## config.mk

```make
export PLATFORM = sky130hd
export DESIGN_NAME = vls_unit_flat
export DESIGN_NICKNAME = d
export VERILOG_FILES = /design/src/rtl/vls_unit_if.sv /design/src/rtl/vls_unit.sv /design/src/flat_wrapper.sv
export SDC_FILE = /design/constraint.sdc
export NUM_CORES = 1
export LEC_CHECK = 0
export ABC_AREA = 0
export BUFFER_PORTS_ARGS = -buffer_cell sky130_fd_sc_hd__buf_2
export CAP_MARGIN = 20
export CORE_MARGIN = 2
export CORE_UTILIZATION = 30
export DETAILED_ROUTE_END_ITERATION = 7
export GPL_TIMING_DRIVEN = 0
export PLACE_DENSITY_LB_ADDON = 0.15
export SETUP_SLACK_MARGIN = 0.2
export SLEW_MARGIN = 5
export SYNTH_ARGS = -nofsm -noshare
export SYNTH_HDL_FRONTEND = slang
export SYNTH_SLANG_ARGS = --single-unit
```

## constraint.sdc

```tcl
create_clock -name clk -period 2.5 [get_ports clk]
set_input_delay 0.5 -clock clk [delete_from_list [all_inputs] [get_ports clk]]
set_output_delay 0.5 -clock clk [all_outputs]
set_load 0.05 [all_outputs]
```

## src/rtl/vls_unit_if.sv

```systemverilog
// rtl/vls_unit_if.sv - command, register-file and memory bus bundle for vls_unit
interface vls_unit_if #(
  parameter int LANES      = 4,
  parameter int VREGS      = 32,
  parameter int VREG_WIDTH = 32,
  parameter int ADDR_W     = 32
);
  localparam int IDX_W = $clog2(VREGS);

  logic                                cmd_valid;
  logic                                cmd_ready;
  logic                                cmd_store;
  logic [IDX_W-1:0]                    cmd_vreg;
  logic [ADDR_W-1:0]                   cmd_addr;
  logic [ADDR_W-1:0]                   cmd_stride;
  logic                                busy;
  logic                                done_valid;
  logic                                vrf_rd_valid;
  logic [IDX_W-1:0]                    vrf_rd_idx;
  logic [LANES-1:0][VREG_WIDTH-1:0]    vrf_rd_data;
  logic                                vrf_rd_ready;
  logic                                vrf_wr_valid;
  logic [IDX_W-1:0]                    vrf_wr_idx;
  logic [LANES-1:0][VREG_WIDTH-1:0]    vrf_wr_data;
  logic                                vrf_wr_ready;
  logic                                mem_req_valid;
  logic                                mem_req_ready;
  logic                                mem_req_we;
  logic [ADDR_W-1:0]                   mem_req_addr;
  logic [VREG_WIDTH-1:0]               mem_req_wdata;
  logic                                mem_rsp_valid;
  logic [VREG_WIDTH-1:0]               mem_rsp_rdata;

  // Sequencer side
  modport master (
    input  cmd_valid, cmd_store, cmd_vreg, cmd_addr, cmd_stride,
    input  vrf_rd_data, vrf_rd_ready, vrf_wr_ready,
    input  mem_req_ready, mem_rsp_valid, mem_rsp_rdata,
    output cmd_ready, busy, done_valid,
    output vrf_rd_valid, vrf_rd_idx, vrf_wr_valid, vrf_wr_idx, vrf_wr_data,
    output mem_req_valid, mem_req_we, mem_req_addr, mem_req_wdata
  );

  // Issue stage, register file and memory side
  modport slave (
    output cmd_valid, cmd_store, cmd_vreg, cmd_addr, cmd_stride,
    output vrf_rd_data, vrf_rd_ready, vrf_wr_ready,
    output mem_req_ready, mem_rsp_valid, mem_rsp_rdata,
    input  cmd_ready, busy, done_valid,
    input  vrf_rd_valid, vrf_rd_idx, vrf_wr_valid, vrf_wr_idx, vrf_wr_data,
    input  mem_req_valid, mem_req_we, mem_req_addr, mem_req_wdata
  );
endinterface

```

## src/rtl/vls_unit.sv

```systemverilog
// rtl/vls_unit.sv - vector load/store sequencer; VLS_STRIDE_EN enables per-command byte stride
module vls_unit #(
  parameter int LANES      = 4,
  parameter int VREGS      = 32,
  parameter int VREG_WIDTH = 32,
  parameter int ADDR_W     = 32
) (
  input  logic       clk,
  input  logic       rst_n,
  vls_unit_if.master bus
);
  localparam int IDX_W = $clog2(VREGS);
  localparam int CNT_W = $clog2(LANES + 1);
  localparam logic [CNT_W-1:0] CNT_FULL = CNT_W'(LANES);
  localparam logic [CNT_W-1:0] CNT_LAST = CNT_W'(LANES - 1);

  typedef logic [LANES-1:0][VREG_WIDTH-1:0] vec_t;
  typedef enum logic [2:0] {IDLE, LD_REQ, LD_WB, ST_RD, ST_WR} state_t;

  state_t            state;
  logic [CNT_W-1:0]  iss;
  logic [CNT_W-1:0]  rsp;
  logic [IDX_W-1:0]  vreg_q;
  logic [ADDR_W-1:0] addr_q;
  logic [ADDR_W-1:0] stride_w;
  vec_t              lane_buf;
  vec_t              ld_shift;
  vec_t              st_shift;

`ifdef VLS_STRIDE_EN
  logic [ADDR_W-1:0] stride_q;
  assign stride_w = stride_q;
`else
  logic unused_stride;
  assign stride_w      = ADDR_W'(VREG_WIDTH / 8);
  assign unused_stride = ^bus.cmd_stride;
`endif

  // Lane buffer works as a shift register: loads enter at the top lane so the
  // first response ends in lane 0; stores always drive lane 0 to memory.
  always_comb begin
    ld_shift = lane_buf >> VREG_WIDTH;
    ld_shift[LANES-1] = bus.mem_rsp_rdata;
    st_shift = lane_buf >> VREG_WIDTH;
  end

  // Outputs decoded from registered state; done follows the final handshake
  assign bus.cmd_ready     = (state == IDLE);
  assign bus.busy          = (state != IDLE);
  assign bus.vrf_rd_valid  = (state == ST_RD);
  assign bus.vrf_rd_idx    = vreg_q;
  assign bus.vrf_wr_valid  = (state == LD_WB);
  assign bus.vrf_wr_idx    = vreg_q;
  assign bus.vrf_wr_data   = lane_buf;
  assign bus.mem_req_valid = ((state == LD_REQ) && (iss != CNT_FULL)) || (state == ST_WR);
  assign bus.mem_req_we    = (state == ST_WR);
  assign bus.mem_req_addr  = addr_q;
  assign bus.mem_req_wdata = lane_buf[0];
  assign bus.done_valid    = ((state == LD_WB) && bus.vrf_wr_ready) ||
                             ((state == ST_WR) && bus.mem_req_ready && (iss == CNT_LAST));

  // Sequencer FSM: command latch, issue/response counting, buffer movement
  always_ff @(posedge clk or negedge rst_n) begin
    if (!rst_n) begin
      state    <= IDLE;
      iss      <= '0;
      rsp      <= '0;
      vreg_q   <= '0;
      addr_q   <= '0;
      lane_buf <= '0;
`ifdef VLS_STRIDE_EN
      stride_q <= '0;
`endif
    end else begin
      case (state)
        IDLE: begin
          if (bus.cmd_valid) begin
            vreg_q <= bus.cmd_vreg;
            addr_q <= bus.cmd_addr;
            iss    <= '0;
            rsp    <= '0;
`ifdef VLS_STRIDE_EN
            stride_q <= bus.cmd_stride;
`endif
            state  <= bus.cmd_store ? ST_RD : LD_REQ;
          end
        end
        LD_REQ: begin
          if (bus.mem_req_valid && bus.mem_req_ready) begin
            iss    <= iss + 1'b1;
            addr_q <= addr_q + stride_w;
          end
          if (bus.mem_rsp_valid && (rsp != CNT_FULL)) begin
            lane_buf <= ld_shift;
            rsp      <= rsp + 1'b1;
            if (rsp == CNT_LAST) state <= LD_WB;
          end
        end
        LD_WB: begin
          if (bus.vrf_wr_ready) state <= IDLE;
        end
        ST_RD: begin
          if (bus.vrf_rd_ready) begin
            lane_buf <= bus.vrf_rd_data;
            state    <= ST_WR;
          end
        end
        ST_WR: begin
          if (bus.mem_req_ready) begin
            lane_buf <= st_shift;
            iss      <= iss + 1'b1;
            addr_q   <= addr_q + stride_w;
            if (iss == CNT_LAST) state <= IDLE;
          end
        end
        default: state <= IDLE;
      endcase
    end
  end
endmodule

```

## src/flat_wrapper.sv

```systemverilog
// flat-port wrapper written by rule: the top's interface ports become plain ports
module vls_unit_flat 
#(
  parameter int LANES      = 4,
  parameter int VREGS      = 32,
  parameter int VREG_WIDTH = 32,
  parameter int ADDR_W     = 32
)
  (clk, rst_n, bus_cmd_valid, bus_cmd_store, bus_cmd_vreg, bus_cmd_addr, bus_cmd_stride, bus_vrf_rd_data, bus_vrf_rd_ready, bus_vrf_wr_ready, bus_mem_req_ready, bus_mem_rsp_valid, bus_mem_rsp_rdata, bus_cmd_ready, bus_busy, bus_done_valid, bus_vrf_rd_valid, bus_vrf_rd_idx, bus_vrf_wr_valid, bus_vrf_wr_idx, bus_vrf_wr_data, bus_mem_req_valid, bus_mem_req_we, bus_mem_req_addr, bus_mem_req_wdata);
  vls_unit_if #(.LANES(LANES), .VREGS(VREGS), .VREG_WIDTH(VREG_WIDTH), .ADDR_W(ADDR_W)) bus_i ();
  input  logic clk;
  input  logic rst_n;
  input wire logic [$bits(bus_i.cmd_valid)-1:0] bus_cmd_valid;
  input wire logic [$bits(bus_i.cmd_store)-1:0] bus_cmd_store;
  input wire logic [$bits(bus_i.cmd_vreg)-1:0] bus_cmd_vreg;
  input wire logic [$bits(bus_i.cmd_addr)-1:0] bus_cmd_addr;
  input wire logic [$bits(bus_i.cmd_stride)-1:0] bus_cmd_stride;
  input wire logic [$bits(bus_i.vrf_rd_data)-1:0] bus_vrf_rd_data;
  input wire logic [$bits(bus_i.vrf_rd_ready)-1:0] bus_vrf_rd_ready;
  input wire logic [$bits(bus_i.vrf_wr_ready)-1:0] bus_vrf_wr_ready;
  input wire logic [$bits(bus_i.mem_req_ready)-1:0] bus_mem_req_ready;
  input wire logic [$bits(bus_i.mem_rsp_valid)-1:0] bus_mem_rsp_valid;
  input wire logic [$bits(bus_i.mem_rsp_rdata)-1:0] bus_mem_rsp_rdata;
  output wire logic [$bits(bus_i.cmd_ready)-1:0] bus_cmd_ready;
  output wire logic [$bits(bus_i.busy)-1:0] bus_busy;
  output wire logic [$bits(bus_i.done_valid)-1:0] bus_done_valid;
  output wire logic [$bits(bus_i.vrf_rd_valid)-1:0] bus_vrf_rd_valid;
  output wire logic [$bits(bus_i.vrf_rd_idx)-1:0] bus_vrf_rd_idx;
  output wire logic [$bits(bus_i.vrf_wr_valid)-1:0] bus_vrf_wr_valid;
  output wire logic [$bits(bus_i.vrf_wr_idx)-1:0] bus_vrf_wr_idx;
  output wire logic [$bits(bus_i.vrf_wr_data)-1:0] bus_vrf_wr_data;
  output wire logic [$bits(bus_i.mem_req_valid)-1:0] bus_mem_req_valid;
  output wire logic [$bits(bus_i.mem_req_we)-1:0] bus_mem_req_we;
  output wire logic [$bits(bus_i.mem_req_addr)-1:0] bus_mem_req_addr;
  output wire logic [$bits(bus_i.mem_req_wdata)-1:0] bus_mem_req_wdata;
  assign bus_i.cmd_valid = bus_cmd_valid;
  assign bus_i.cmd_store = bus_cmd_store;
  assign bus_i.cmd_vreg = bus_cmd_vreg;
  assign bus_i.cmd_addr = bus_cmd_addr;
  assign bus_i.cmd_stride = bus_cmd_stride;
  assign bus_i.vrf_rd_data = bus_vrf_rd_data;
  assign bus_i.vrf_rd_ready = bus_vrf_rd_ready;
  assign bus_i.vrf_wr_ready = bus_vrf_wr_ready;
  assign bus_i.mem_req_ready = bus_mem_req_ready;
  assign bus_i.mem_rsp_valid = bus_mem_rsp_valid;
  assign bus_i.mem_rsp_rdata = bus_mem_rsp_rdata;
  assign bus_cmd_ready = bus_i.cmd_ready;
  assign bus_busy = bus_i.busy;
  assign bus_done_valid = bus_i.done_valid;
  assign bus_vrf_rd_valid = bus_i.vrf_rd_valid;
  assign bus_vrf_rd_idx = bus_i.vrf_rd_idx;
  assign bus_vrf_wr_valid = bus_i.vrf_wr_valid;
  assign bus_vrf_wr_idx = bus_i.vrf_wr_idx;
  assign bus_vrf_wr_data = bus_i.vrf_wr_data;
  assign bus_mem_req_valid = bus_i.mem_req_valid;
  assign bus_mem_req_we = bus_i.mem_req_we;
  assign bus_mem_req_addr = bus_i.mem_req_addr;
  assign bus_mem_req_wdata = bus_i.mem_req_wdata;
  vls_unit #(.LANES(LANES), .VREGS(VREGS), .VREG_WIDTH(VREG_WIDTH), .ADDR_W(ADDR_W)) u_core (.clk(clk), .rst_n(rst_n), .bus(bus_i));
endmodule
```

==> run metrics <==
outcome=complete, no violations; vias per cell=4.884; RSZ-0062 raised after global routing=true; Switching Fraction=57.98%; proportion of layout cells with a drive suffix above 1=39.01%; Worst Hold Class=in -> async; combinational share of power=63.0%; # nets final=1,729; row cnt=63; measured slew at the worst slew-check pin=0.7605 ns; First DRT Iteration DRCs=512; WL final=36,220 um; chip height=176.1 um; Num CTS Buffers=17; crit path capture type=primary output; PortBufs=413; mux cell area share after synthesis=0.7883%; critical path cell sequence=buf_6 -> xnor2_4 -> or2_1 -> buf_6 -> clkbuf_16 -> nor2_4 -> buf_8; area fraction in compound gates after synthesis=18.68%; Seq/Total Area, Yosys=48.99%; f_max=0.4255 GHz; clock share of power=12.1%; Post-Syn Nets=1,287; Max FO, Critical Path=5; placed insts=1,847; Max Cap Violations=0; Synth Register Bits=174; warnings from Yosys=0; DIE WIDTH=176.1 um; htree depth=4; maximum clock path buffer count=2; worst vdd ir=0.0009806 V; Layout area overhead=38.25%; hold buffers post-CTS=0; Final Cycle Share=94.01%; I/O pin cnt=446; XOR/XNOR share of the synthesized area=0.09854%; mapped cell area=8889 sq um; Routed Antenna Nets=0; CTS tree=done; Leakage=5.939 nW; GP Congestion=0.8657; post-route minimum period=2.350 ns; number of global-route vias before repair=8,837; Setup violations, final=0; EDFF count, synth=0; sw power=12.76 mW; fin cells=1,893; R2R depth=7; Final Hold Slack=0.06967 ns; Worst Path Arrival=1.85 ns; Starting Density=30.23%; reg2reg start=u_core.state[0]$_DFFE_PN0P_; Core Region=29,400 sq um; GRT Util Overall=22.78%; DP HPWL=27,870 um; initial antenna violation count=8; Synth Area in Simple Gates=22.76%; max incr delay on CP=0.44 ns; Clk Latency, worst-skew pair=0.43 ns; Layout Skew=0.01792 ns; Slew Viols, Final=0; First-pass DRT Iterations=5; Critical Path RT=2.00 ns; asr flop ratio synth=100.0%; die area=31,020 sq um; number of remaining DRC errors=0; Cell Int Power=9.245 mW; Top FF cell, synth=dfrtp_1; Seq pwr share=24.9%; Crit Path Class=reg -> out; largest net degree at the start of global routing=93; relative max-transition margin=49.30%; largest family of logic cells by synthesized area=simple AND/OR/NAND/NOR gates; post-synthesis instance total=1,043; clock sink total=174; Vias=9,246; GR Overflow Total=0; PwrDens=1791 nW/um^2; Worst Setup Start Kind=flip-flop; adder-cell area share of the yosys netlist=0.9854%; clock transition at the registers of the reported paths=0.08 ns; clock root buffer=clkbuf_16; number of distinct library cells after synthesis=70; Hold Violations, Final=0; mean area per synthesized cell=8.522 sq um; wire length per cell=19.14 um; critical path startpoint=u_core.state[0]$_DFFE_PN0P_; first-pass GRT wire length=53,680 um; most frequent CP cell=buf_6; Critical-path top delay cell=dfrtp_2
## flip-flops by register name, summed over array words and instances, names as in the netlist
| name | flops |
|---|---|
| u_core.bus.mem_req_addr | 32 |
| u_core.rsp | 3 |
| u_core.state | 3 |
| u_core.bus.vrf_wr_data | 96 |
| u_core.bus.vrf_rd_idx | 5 |
| u_core.bus.mem_req_wdata | 32 |
| u_core.iss | 3 |
## per-layer routing
| metal | global-route usage, % | vias up | share of wire (%) |
|---|---|---|---|
| li1 | - | 4486 | - |
| met4 | 6.129 | 4 | 2.0 |
| met2 | 39.62 | 358 | 50 |
| met3 | 5.469 | 46 | 7.2 |
| met1 | 28.24 | 4352 | 41 |
| met5 | 0 | - | 0.075 |
## layout by cell type, fill, tap and decap left out, drive strengths merged, types with 20 or more instances in the layout
master,instances
a21oi,61
a31oi,98
nor2,156
clkbuf,48
a22oi,33
nand2,246
dfrtp,174
buf,502
inv,20
o21ai,23
## worst max-delay path, delay by kind of cell, from the launching register on
family,cells,cell delay [ns]
simple gates,2,0.30
buf+inv,4,0.56
flops,1,0.44
xor+xnor,1,0.13
## synthesized netlist by cell type (4+ instances only)
cell type,count,area [sq um]
nand2_1,245,919.6
nand4_1,6,37.54
o22ai_1,6,37.54
buf_4,38,285.3
a211oi_1,6,45.04
nand3_1,14,70.07
or3_1,5,31.28
o31ai_1,5,37.54
nor2_1,154,578.1
dfrtp_1,174,4354
nor3_1,9,45.04
mux2i_1,7,70.07
a31oi_1,98,613.1
o21ai_0,22,110.1
inv_1,12,45.04
buf_2,38,190.2
ha_1,7,87.58
buf_1,4,15.01
nand2b_1,6,37.54
a22oi_1,33,247.7
a21oi_1,61,305.3
clkbuf_1,26,97.59
## final timing paths
kind,end,slack (ns)
max in group asynchronous,u_core.bus.vrf_wr_data[67]$_DFFE_PN0P_,1.49
max,bus_mem_req_valid,0.15
min reg2reg,u_core.bus.mem_req_addr[1]$_DFFE_PN0P_,0.48
min,u_core.bus.mem_req_addr[29]$_DFFE_PN0P_,0.07
min in group clk,u_core.bus.vrf_rd_idx[2]$_DFFE_PN0P_,0.26
max reg2reg,u_core.bus.mem_req_addr[17]$_DFFE_PN0P_,0.26
## timing repair
item | CTS | global route
pin swaps | 3 | 1
setup endpoints to repair | 131 | 133
buffers inserted | 6 | 3
endpoints found under the hold margin | 0 | 0
resized for setup | 32 | 24
## per-stage QoR
| stage | area (sq um) | power, mW | util, % | TNS (ns) | setup slack, ns |
|---|---|---|---|---|---|
| after floorplan | 8899 | 15.29 | - | 0 | 0.3484 |
| after global placement | 11450 | 19.03 | 38.95 | -386.86 | -2.240 |
| after detailed placement | 11490 | 19.12 | 39.08 | -2.152 | -0.1293 |
| after CTS | 12200 | 22.07 | 41.50 | 0 | 0.01147 |
| after global routing | 12280 | 23.31 | 41.76 | 0 | 0.08152 |
| final | 12290 | 22.00 | 41.79 | 0 | 0.1497 |
## cells by family (layout without fill, tap and decap cells)
logic type,after synthesis,count (layout)
fa+ha+maj,7,7
simple gates,471,471
mux,7,7
other cells,0,6
buf+inv,123,577
xor+xnor,1,1
flops,174,174
compound gates,260,260
## layout make-up
| type | count | area (sq um) |
|---|---|---|
| repair buffers | 423 | 2195 |
| fillers | 3154 | 17110 |
| clock buffers | 17 | 425.4 |
| well taps | 390 | 488.0 |
| clock inverters | 14 | 148.9 |
| plain buffers | 110 | 713.2 |
| inverters | 13 | 48.80 |
| flip-flops and latches | 174 | 4355 |
| diodes | 6 | 15.01 |
| multi-input cells | 746 | 3899 |
## power groups by stage
stage	combinational, mW	sequential (mW)	clock [mW]
floorplan	5.69	9.60	0
global route	14.8	5.68	2.84
detailed placement	13.6	5.51	0
global placement	13.6	5.48	0
finish	13.9	5.47	2.66
CTS	13.9	5.47	2.73
(Power assumes the default switching activity.)
